$ cat config.mk
export PLATFORM = sky130hd
export DESIGN_NAME = pea_top_module_1
export DESIGN_NICKNAME = d
export VERILOG_FILES = /design/src/rtl/pea_pkg.sv /design/src/rtl/pea_coef_mem.sv /design/src/rtl/pea_top_module_1.sv
export SDC_FILE = /design/constraint.sdc
export NUM_CORES = 2
export LEC_CHECK = 0
export CAP_MARGIN = 20
export CORE_MARGIN = 3
export CORE_UTILIZATION = 45
export CTS_CLUSTER_SIZE = 8
export DETAILED_ROUTE_END_ITERATION = 12
export MAX_ROUTING_LAYER = met4
export PLACE_DENSITY = 0.69
export SYNTH_ARGS = -nofsm -noshare
export SYNTH_HDL_FRONTEND = slang
export SYNTH_SLANG_ARGS = --single-unit
export TNS_END_PERCENT = 30
$ cat constraint.sdc
create_clock -name clk -period 18.9 [get_ports clk]
set_input_delay 5.67 -clock clk [delete_from_list [all_inputs] [get_ports clk]]
set_output_delay 5.67 -clock clk [all_outputs]
set_load 0.01 [all_outputs]
$ cat src/rtl/pea_pkg.sv
// Shared definitions for the polynomial evaluation engine: opcodes, firing
// modes, status codes and the FSM state encodings.
package pea_pkg;

  localparam logic [7:0] OP_STP = 8'h01;
  localparam logic [7:0] OP_EVP = 8'h02;
  localparam logic [7:0] OP_RST = 8'h04;

  localparam logic [1:0] MODE_SETUP_INSTR = 2'b00;
  localparam logic [1:0] MODE_INSTR       = 2'b01;
  localparam logic [1:0] MODE_OUTPUT      = 2'b10;

  localparam logic [2:0] ST_OK      = 3'd0;
  localparam logic [2:0] ST_BAD_OP  = 3'd1;
  localparam logic [2:0] ST_BAD_N   = 3'd2;
  localparam logic [2:0] ST_NO_SLOT = 3'd3;
  localparam logic [2:0] ST_EMPTY   = 3'd4;

  typedef enum logic [2:0] {IDLE, GC, EXEC, OUT, DONE} state_t;

  // Sub-steps of an EXEC firing; POP phases stall while the data FIFO is empty.
  typedef enum logic [2:0] {
    PH_DECODE, PH_STP_POP, PH_STP_WR, PH_EVP_POP, PH_EVP_X, PH_EVP_STEP, PH_FIN
  } phase_t;

endpackage

$ cat src/rtl/pea_coef_mem.sv
// Coefficient store: NUM_SLOTS x MAX_COEF words with a per-slot valid bit and
// coefficient count, one write port and one asynchronous read port.
module pea_coef_mem
  import pea_pkg::*;
#(
  parameter int WIDTH     = 16,
  parameter int NUM_SLOTS = 8,
  parameter int MAX_COEF  = 16
) (
  input  logic                          clk,
  input  logic                          rst,
  input  logic                          i_wrEn,
  input  logic [$clog2(NUM_SLOTS)-1:0]  i_wrSlot,
  input  logic [$clog2(MAX_COEF)-1:0]   i_wrIdx,
  input  logic [WIDTH-1:0]              i_wrData,
  input  logic                          i_setValid,
  input  logic [$clog2(MAX_COEF+1)-1:0] i_setCount,
  input  logic                          i_clrValid,
  input  logic [$clog2(NUM_SLOTS)-1:0]  i_rdSlot,
  input  logic [$clog2(MAX_COEF)-1:0]   i_rdIdx,
  output logic [WIDTH-1:0]              o_rdData,
  output logic                          o_rdValid,
  output logic [$clog2(MAX_COEF+1)-1:0] o_rdCount
);

  logic [WIDTH-1:0]              r_coef  [NUM_SLOTS][MAX_COEF];
  logic [NUM_SLOTS-1:0]          r_valid;
  logic [$clog2(MAX_COEF+1)-1:0] r_count [NUM_SLOTS];

  // Coefficient words carry no reset; the valid bit guards stale contents.
  always_ff @(posedge clk) begin
    if (i_wrEn) r_coef[i_wrSlot][i_wrIdx] <= i_wrData;
  end

  always_ff @(posedge clk or negedge rst) begin
    if (!rst) begin
      r_valid <= '0;
      for (int i = 0; i < NUM_SLOTS; i++) r_count[i] <= '0;
    end else if (i_clrValid) begin
      r_valid[i_wrSlot] <= 1'b0;
    end else if (i_setValid) begin
      r_valid[i_wrSlot] <= 1'b1;
      r_count[i_wrSlot] <= i_setCount;
    end
  end

  assign o_rdData  = r_coef[i_rdSlot][i_rdIdx];
  assign o_rdValid = r_valid[i_rdSlot];
  assign o_rdCount = r_count[i_rdSlot];

endmodule

$ cat src/rtl/pea_top_module_1.sv
// Polynomial evaluation actor: fetches commands, stores coefficient slots and
// evaluates them by Horner's method. Define PEA_SAT_EN to saturate each step.
module pea_top_module_1 #(
  parameter int WIDTH       = 16,
  parameter int BUFFER_SIZE = 1024,
  parameter int NUM_SLOTS   = 8,
  parameter int MAX_COEF    = 16
) (
  input  logic                           clk,
  input  logic                           rst,
  input  logic [WIDTH-1:0]               command_in,
  input  logic [WIDTH-1:0]               data_in,
  input  logic                           invoke,
  input  logic [1:0]                     next_mode_in,
  input  logic [$clog2(BUFFER_SIZE)-1:0] data_pop,
  input  logic [$clog2(BUFFER_SIZE)-1:0] command_pop,
  output logic                           rd_in_command,
  output logic                           rd_in_data,
  output logic                           FC,
  output logic                           wr_out,
  output logic [WIDTH-1:0]               data_out_result,
  output logic [WIDTH-1:0]               data_out_status,
  output logic [7:0]                     instr,
  output logic [4:0]                     arg2
);
  import pea_pkg::*;

  localparam int SLOT_W = $clog2(NUM_SLOTS);
  localparam int IDX_W  = $clog2(MAX_COEF);
  localparam int CNT_W  = $clog2(MAX_COEF + 1);

  state_t             r_state, w_stateNext;
  phase_t             r_phase, w_phaseNext;
  logic [1:0]         r_step, w_stepNext;
  logic               r_cmdRead, w_cmdReadNext;
  logic [7:0]         r_instr, w_instrNext;
  logic [2:0]         r_arg1, w_arg1Next;
  logic [4:0]         r_arg2, w_arg2Next;
  logic [WIDTH-1:0]   r_result, w_resultNext;
  logic [WIDTH-1:0]   r_status, w_statusNext;
  logic [WIDTH-1:0]   r_acc, w_accNext;
  logic [WIDTH-1:0]   r_x, w_xNext;
  logic [IDX_W-1:0]   r_idx, w_idxNext;

  logic               w_rdCmd, w_rdData, w_fc, w_wrOut;
  logic               w_memWr, w_memSetValid, w_memClrValid;
  logic [IDX_W-1:0]   w_memRdIdx;
  logic [WIDTH-1:0]   w_memRdData;
  logic               w_slotValid;
  logic [CNT_W-1:0]   w_slotCount;
  logic [WIDTH-1:0]   w_horner;

  pea_coef_mem #(
    .WIDTH(WIDTH), .NUM_SLOTS(NUM_SLOTS), .MAX_COEF(MAX_COEF)
  ) u_coefMem (
    .clk        (clk),
    .rst        (rst),
    .i_wrEn     (w_memWr),
    .i_wrSlot   (SLOT_W'(r_arg1)),
    .i_wrIdx    (r_idx),
    .i_wrData   (data_in),
    .i_setValid (w_memSetValid),
    .i_setCount (CNT_W'(r_arg2)),
    .i_clrValid (w_memClrValid),
    .i_rdSlot   (SLOT_W'(r_arg1)),
    .i_rdIdx    (w_memRdIdx),
    .o_rdData   (w_memRdData),
    .o_rdValid  (w_slotValid),
    .o_rdCount  (w_slotCount)
  );

`ifdef PEA_SAT_EN
  localparam int WW = 2 * WIDTH + 1;
  logic [WW-1:0] w_wide;
  assign w_wide   = WW'(r_acc) * WW'(r_x) + WW'(w_memRdData);
  assign w_horner = (w_wide > WW'({WIDTH{1'b1}})) ? {WIDTH{1'b1}} : w_wide[WIDTH-1:0];
`else
  assign w_horner = r_acc * r_x + w_memRdData;
`endif

  always_ff @(posedge clk or negedge rst) begin
    if (!rst) begin
      r_state   <= IDLE;
      r_phase   <= PH_DECODE;
      r_step    <= '0;
      r_cmdRead <= 1'b0;
      r_instr   <= '0;
      r_arg1    <= '0;
      r_arg2    <= '0;
      r_result  <= '0;
      r_status  <= '0;
      r_acc     <= '0;
      r_x       <= '0;
      r_idx     <= '0;
    end else begin
      r_state   <= w_stateNext;
      r_phase   <= w_phaseNext;
      r_step    <= w_stepNext;
      r_cmdRead <= w_cmdReadNext;
      r_instr   <= w_instrNext;
      r_arg1    <= w_arg1Next;
      r_arg2    <= w_arg2Next;
      r_result  <= w_resultNext;
      r_status  <= w_statusNext;
      r_acc     <= w_accNext;
      r_x       <= w_xNext;
      r_idx     <= w_idxNext;
    end
  end

  // Pulses are decoded from the state so reset drops every output at once.
  always_comb begin
    w_stateNext   = r_state;
    w_phaseNext   = r_phase;
    w_stepNext    = r_step;
    w_cmdReadNext = r_cmdRead;
    w_instrNext   = r_instr;
    w_arg1Next    = r_arg1;
    w_arg2Next    = r_arg2;
    w_resultNext  = r_result;
    w_statusNext  = r_status;
    w_accNext     = r_acc;
    w_xNext       = r_x;
    w_idxNext     = r_idx;
    w_rdCmd       = 1'b0;
    w_rdData      = 1'b0;
    w_fc          = 1'b0;
    w_wrOut       = 1'b0;
    w_memWr       = 1'b0;
    w_memSetValid = 1'b0;
    w_memClrValid = 1'b0;
    w_memRdIdx    = r_idx - 1'b1;

    case (r_state)
      IDLE: begin
        if (invoke) begin
          w_stepNext  = 2'd0;
          w_phaseNext = PH_DECODE;
          case (next_mode_in)
            MODE_SETUP_INSTR: w_stateNext = GC;
            MODE_INSTR:       w_stateNext = EXEC;
            MODE_OUTPUT:      w_stateNext = OUT;
            default:          w_stateNext = DONE;
          endcase
        end
      end

      GC: begin
        case (r_step)
          2'd0: begin
            w_cmdReadNext = (command_pop != '0);
            w_rdCmd       = w_cmdReadNext;
            w_stepNext    = 2'd1;
          end
          2'd1: begin
            if (r_cmdRead) begin
              w_instrNext = command_in[15:8];
              w_arg1Next  = command_in[7:5];
              w_arg2Next  = command_in[4:0];
            end else begin
              w_statusNext = WIDTH'(ST_EMPTY);
            end
            w_stepNext = 2'd2;
          end
          default: begin
            w_fc        = 1'b1;
            w_stateNext = IDLE;
          end
        endcase
      end

      EXEC: begin
        case (r_phase)
          PH_DECODE: begin
            case (r_instr)
              OP_STP: begin
                if (r_arg2 == '0 || 32'(r_arg2) > MAX_COEF) begin
                  w_statusNext = WIDTH'(ST_BAD_N);
                  w_phaseNext  = PH_FIN;
                end else begin
                  w_idxNext   = '0;
                  w_phaseNext = PH_STP_POP;
                end
              end
              OP_EVP: w_phaseNext = PH_EVP_POP;
              OP_RST: begin
                w_memClrValid = 1'b1;
                w_resultNext  = '0;
                w_statusNext  = WIDTH'(ST_OK);
                w_phaseNext   = PH_FIN;
              end
              default: begin
                w_statusNext = WIDTH'(ST_BAD_OP);
                w_phaseNext  = PH_FIN;
              end
            endcase
          end
          PH_STP_POP: begin
            if (data_pop != '0) begin
              w_rdData    = 1'b1;
              w_phaseNext = PH_STP_WR;
            end
          end
          PH_STP_WR: begin
            w_memWr = 1'b1;
            if (r_idx == IDX_W'(r_arg2 - 5'd1)) begin
              w_memSetValid = 1'b1;
              w_statusNext  = WIDTH'(ST_OK);
              w_phaseNext   = PH_FIN;
            end else begin
              w_idxNext   = r_idx + 1'b1;
              w_phaseNext = PH_STP_POP;
            end
          end
          PH_EVP_POP: begin
            if (data_pop != '0) begin
              w_rdData    = 1'b1;
              w_phaseNext = PH_EVP_X;
            end
          end
          PH_EVP_X: begin
            w_xNext = data_in;
            if (!w_slotValid) begin
              w_resultNext = '0;
              w_statusNext = WIDTH'(ST_NO_SLOT);
              w_phaseNext  = PH_FIN;
            end else begin
              w_memRdIdx  = IDX_W'(w_slotCount - 1'b1);
              w_accNext   = w_memRdData;
              w_idxNext   = IDX_W'(w_slotCount - 1'b1);
              w_phaseNext = PH_EVP_STEP;
            end
          end
          PH_EVP_STEP: begin
            if (r_idx == '0) begin
              w_resultNext = r_acc;
              w_statusNext = WIDTH'(ST_OK);
              w_phaseNext  = PH_FIN;
            end else begin
              w_accNext = w_horner;
              w_idxNext = r_idx - 1'b1;
            end
          end
          default: begin
            w_fc        = 1'b1;
            w_stateNext = IDLE;
          end
        endcase
      end

      OUT: begin
        if (r_step == 2'd0) begin
          w_wrOut    = 1'b1;
          w_stepNext = 2'd1;
        end else begin
          w_fc        = 1'b1;
          w_stateNext = IDLE;
        end
      end

      default: begin
        w_fc        = 1'b1;
        w_stateNext = IDLE;
      end
    endcase
  end

  assign rd_in_command   = w_rdCmd;
  assign rd_in_data      = w_rdData;
  assign FC              = w_fc;
  assign wr_out          = w_wrOut;
  assign data_out_result = r_result;
  assign data_out_status = r_status;
  assign instr           = r_instr;
  assign arg2            = r_arg2;

endmodule

Word level (Yosys, flattened, before mapping)
Memories as Yosys holds them, arrays and structs flattened.
Cells that the tools add are included.
W data, S select, Z words.
{"block": "classes", "add_sub_neg": 5, "multipliers": 1, "magnitude_cmp": 8, "eq_ne": 40, "muxes": 83, "n_bitwise": 7, "n_reduce_logical": 33}
{"operator": "$mux W256", "count": 1}
{"operator": "$mux W16", "count": 14}
{"operator": "$pmux W16 S3", "count": 2}
{"operator": "$bmux W16 S4", "count": 1}
{"operator": "$demux W16 S4", "count": 1}
{"operator": "$pmux W16 S2", "count": 2}
{"operator": "$pmux W16 S4", "count": 1}
{"operator": "$bwmux W40", "count": 1}
{"operator": "$mux W4", "count": 10}
{"operator": "$mux W3", "count": 10}
{"operator": "$ne A2 B2 Y1 const B", "count": 14}
{"operator": "$mux W1", "count": 21}
{"operator": "$ne A3 B3 Y1 const B", "count": 7}
{"operator": "$reduce_bool A10 Y1", "count": 2}
{"operator": "$pmux W3 S6", "count": 1}
{"operator": "$add A16 B16 Y16", "count": 1}
{"operator": "$mul A16 B16 Y16", "count": 1}
{"operator": "$mux W8", "count": 2}
{"operator": "$pmux W4 S4", "count": 1}
{"operator": "$bmux W5 S3", "count": 1}
{"operator": "$demux W5 S3", "count": 1}
{"operator": "$eq A3 B2 Y1 const B", "count": 4}
{"operator": "$pmux W3 S2", "count": 2}
{"operator": "$pmux W3 S4", "count": 1}
{"operator": "other kinds (53)", "count": 75}
{"block": "totals", "regBits": 141, "mem_bits_rw": 2048, "inputBits": 57, "output_inout_bits": 49, "wordCells": 199, "memories": 1}
{"name": "u_coefMem.r_coef", "depth": 8, "width": 256, "read_ports": 1, "rd_ports_with_merged_regs": 0, "wr": 1, "line_no": "pea_coef_mem.sv:26", "source": "logic [WIDTH-1:0] r_coef [NUM_SLOTS][MAX_COEF];"}

Longest topological paths before layout
{"block": "depth", "word_depth": 15, "mapped_depth": 34}

Cells and area by module
From an unflattened synthesis, not the netlist that was laid out.
{"block": "hier_totals", "cells_unflattened": 4184, "area_unflattened_um2": 89029.1}
{"mod": "pea_coef_mem", "instances": 1, "cells_each": 3205, "area_per_inst_um2": 80359.6, "seq_area_each_um2": 62700.1}
{"mod": "pea_top_module_1", "instances": 1, "cells_each": 979, "area_per_inst_um2": 8669.6, "seq_area_each_um2": 2001.9}

Worst setup path after synthesis
Ideal clock, no wire load.
{"block": "synth_path", "path_type": "input to output", "start": "input port data_pop[7]", "end": "output port rd_in_data", "arrival_ns": 6.255, "path_slack_ns": 6.975, "path_stages": 3, "path_buffers": 0, "path_cell_list": "nor4_1 -> a31oi_1 -> and3_1"}
{"block": "synth_between", "elab_chain_cells": 4}
{"item": "start, declared", "line_no": "pea_top_module_1.sv:15", "source": "input logic [$clog2(BUFFER_SIZE)-1:0] data_pop,"}
{"item": "$reduce_bool A10 Y1", "line_no": "pea_top_module_1.sv:199, pea_top_module_1.sv:216"}
{"item": "$mux W1", "line_no": "pea_top_module_1.sv:199, pea_top_module_1.sv:216"}
{"item": "$mux W1"}
{"item": "$mux W1", "line_no": "pea_top_module_1.sv:134", "source": "case (r_state)"}
{"item": "end, declared", "line_no": "pea_top_module_1.sv:18", "source": "output logic rd_in_data,"}
Every way passes these cells.

Worst setup path in the final report
Ends and elaborated chain as after synthesis.

==> impl_metrics.env <==
export IMPL_crit_path_start="data_pop[7]"
export IMPL_routedWlPerCell_um=33.7
export IMPL_grt_overflow_total=0
export IMPL_grt_max_degree=97
export IMPL_worstSetupEndpoint="rd_in_data"
export IMPL_ff2ff_setup_slack_ns=7.63
export IMPL_synth_top_cell_area_share=0.690
export IMPL_cts_root_buf="clkbuf_16"
export IMPL_avgViaCountPerCell=6.61
export IMPL_final_hold_violation_count=0
export IMPL_avgSynthCellArea_um2=16.1
export IMPL_fin_tns_setup_ns=0
export IMPL_comb_power_share=0.413
export IMPL_first_global_vias=54600
export IMPL_ir_worst_vdd_v=0.000138
export IMPL_leakagePower_uw=0.0342
export IMPL_hold_slack_ns=0.484
export IMPL_synthTopCellsByCount="2048 x edfxtp_1, 328 x nor2_1, 282 x a221oi_1"
export IMPL_holdBufCountCts=0
export IMPL_async_flop_share=0.0554
export IMPL_yosysMostFrequentCell="edfxtp_1"
export IMPL_drt_iter0_markers=9313
export IMPL_intPower_uw=10700
export IMPL_fin_skew_ns=0.0557
export IMPL_r2r_cells=31
export IMPL_clk_latency_ns=0.95
export IMPL_yosys_most_used_dff="edfxtp_1"
export IMPL_finalSetupViolCount=0
export IMPL_cpPeakStageDelay_ns=0.48
export IMPL_globalplace_congestion=0.958
export IMPL_die_w_um=451
export IMPL_final_max_slew_viol_count=0
export IMPL_synthTopCellsByArea="edfxtp_1 69%, dfrtp_1 3.4%, a221oi_1 2.8%"
export IMPL_fin_crit_sh=0.683
export IMPL_postLayoutSetupSlackWorst_ns=5.98
export IMPL_drive_gt1_frac=0.159
export IMPL_cp_start_kind="input port"
export IMPL_path_class="input port to output port"
export IMPL_finalPower_uw=18000
export IMPL_p_switching_uw=7310
export IMPL_p_per_area_nw_per_um2=176
export IMPL_hp_class="flop to flop"
export IMPL_synth_largest_area_cell="edfxtp_1"
export IMPL_grt_pass1_wl_um=406000
export IMPL_antenna_found_initial=9
export IMPL_clockBufferDepth=4
export IMPL_crit_reg2reg_capture="r_acc[14]$_DFFE_PN0P_"
export IMPL_period_minus_slack_ns=12.92
export IMPL_worst_ep_arrival_time_ns=7.25
export IMPL_critPathCaptureType="output port"
export IMPL_design_core_area_um2=196000
export IMPL_max_slew_margin_rel=0.102
export IMPL_ant_nets=0
export IMPL_synth_area_um2=89200
export IMPL_slowest_stage="clkdlybuf4s50_1"
export IMPL_r2r_start="r_arg1[2]$_DFFE_PN0P_"
export IMPL_cp_max_fo=2
export IMPL_max_cap_viol_count=0
export IMPL_ios=106
export IMPL_power_frac_clock=0.276
export IMPL_dp_hpwl_um=167000
export IMPL_die_h_um=451
export IMPL_clock_sinks=2168
export IMPL_drt_first_pass_iters=7
export IMPL_required_ns=13.23
export IMPL_cts_made_buffers=321
export IMPL_seq_power_share=0.311
export IMPL_grtUsageTotal=0.285
export IMPL_rows=162
export IMPL_synth_edf_count=2048
export IMPL_postRouteWirelength_um=288000
export IMPL_yosysSeqAreaShare=0.723
export IMPL_vias=56400
export IMPL_synth_seq_cells=2168
export IMPL_nNetsFinal=6069
export IMPL_fmax_mhz=77.4
export IMPL_fin_cells=8535
export IMPL_die_area_um2=204000
export IMPL_cp_common_cell="clkdlybuf4s50_1"
export IMPL_outcome="complete, no violations"
export IMPL_yosysWarnings=0
export IMPL_place_inst=8151
export IMPL_synth_cell_types=94
export IMPL_worst_slew_pin_slew_ns=1.35
export IMPL_port_buffers=92
export IMPL_cts_setup_buffers=0
export IMPL_ctsResizeCount=0
export IMPL_p_sw_frac=0.407
export IMPL_grt_setup_unrepaired="false"
export IMPL_synthCells=5553
export IMPL_htreeDepth=5
export IMPL_crit_chain="clkdlybuf4s50_1, nor4_1, a31oi_1, and3_1, clkdlybuf4s50_1"
export IMPL_post_place_ws_ns=5.97
export IMPL_area_growth_syn_to_layout_pct=14.6
export IMPL_drc=0
export IMPL_clk_pin_slew_worst_paths_ns=0.05
export IMPL_start_util=0.455
export IMPL_cts_tree="built"
final cells by class:
cell class	count	area [um^2]
clock inverters	7	60.1
diodes	10	25.0
multi-input cells	2839	22400
clock buffers	362	8340
inverters	170	646
well taps	2624	3280
fillers	15500	93800
repair buffers	355	2910
flip-flops and latches	2168	64500
per-layer routing:
layer	share of wire	up-vias	track usage	wire (um)
li1	-	22500	-	-
met1	0.36	28500	0.371	104000
met2	0.44	4594	0.411	127000
met3	0.14	845	0.0811	40900
met4	0.059	0	0.144	17000
met5	0	-	-	0
sequential cells by signal, summed over array words and instances (netlist names), named ones only:
| name | flops |
|---|---|
| r_acc | 16 |
| r_step | 2 |
| arg2 | 5 |
| r_idx | 4 |
| data_out_result | 16 |
| r_phase | 3 |
| r_arg1 | 3 |
| instr | 8 |
| data_out_status | 3 |
| u_coefMem.r_coef | 2048 |
| u_coefMem.r_count | 32 |
| r_cmdRead | 1 |
| r_x | 16 |
| r_state | 3 |
critical path: cells and delay by family:
family / cells / cell delay, ns
compound gates: 1 / 0.16
buf+inv: 2 / 0.88
simple gates: 2 / 0.53
cell families after synthesis:
logic type,Yosys count,synth area share
simple gates,886,0.0448
other cells,1,0.0000421
flops,2168,0.723
xor+xnor,53,0.00521
compound gates,1239,0.104
mux,491,0.0654
buf+inv,558,0.0276
fa+ha+maj,157,0.0299
power by group through the flow:
stage	clock network, uW	registers (uW)	logic [uW]
final	4950	5590	7430
after global routing	5170	5600	7670
after CTS	4980	5580	7150
after detailed placement	0	5670	7100
after global placement	0	5670	7030
after floorplan	0	5490	4260
worst min path at each step:
stage	to	cells after the start	start	slack [ns]
5_1_grt	data_out_status[0]$_DFFE_PN0P_	1	data_out_status[0]$_DFFE_PN0P_	0.52
3_3_place_gp	r_x[15]$_DFFE_PN0P_	2	r_x[15]$_DFFE_PN0P_	0.47
6_report	data_out_status[0]$_DFFE_PN0P_	1	data_out_status[0]$_DFFE_PN0P_	0.48
4_1_cts	r_x[15]$_DFFE_PN0P_	2	r_x[15]$_DFFE_PN0P_	0.48
3_5_place_dp	r_x[15]$_DFFE_PN0P_	2	r_x[15]$_DFFE_PN0P_	0.47
2_1_floorplan	r_x[15]$_DFFE_PN0P_	2	r_x[15]$_DFFE_PN0P_	0.45
placed cells by master, fill, tap and decap left out, drive strengths merged, types with 21 or more instances in the layout:
| cell type | count |
|---|---|
| a211oi | 68 |
| a21oi | 191 |
| a221o | 39 |
| a221oi | 282 |
| a222oi | 25 |
| a22o | 70 |
| a22oi | 194 |
| a311oi | 21 |
| a31oi | 25 |
| and2 | 60 |
| buf | 278 |
| clkbuf | 364 |
| clkdlybuf4s50 | 75 |
| dfrtp | 120 |
| edfxtp | 2048 |
| fa | 94 |
| ha | 63 |
| inv | 174 |
| mux2 | 216 |
| mux2i | 224 |
| mux4 | 51 |
| nand2 | 279 |
| nand3 | 65 |
| nand4 | 39 |
| nor2 | 331 |
| nor3 | 38 |
| o211ai | 42 |
| o21ai | 131 |
| o221ai | 31 |
| o22ai | 41 |
| xnor2 | 39 |
through the flow:
| step | utilization | instance area (um^2) |
|---|---|---|
| floorplan | - | 89200 |
| global placement | 0.478 | 93700 |
| detailed placement | 0.478 | 93700 |
| CTS | 0.521 | 102000 |
| global route | 0.521 | 102000 |
| finish | 0.521 | 102000 |
Note: power is estimated with default switching activity, not from simulation.
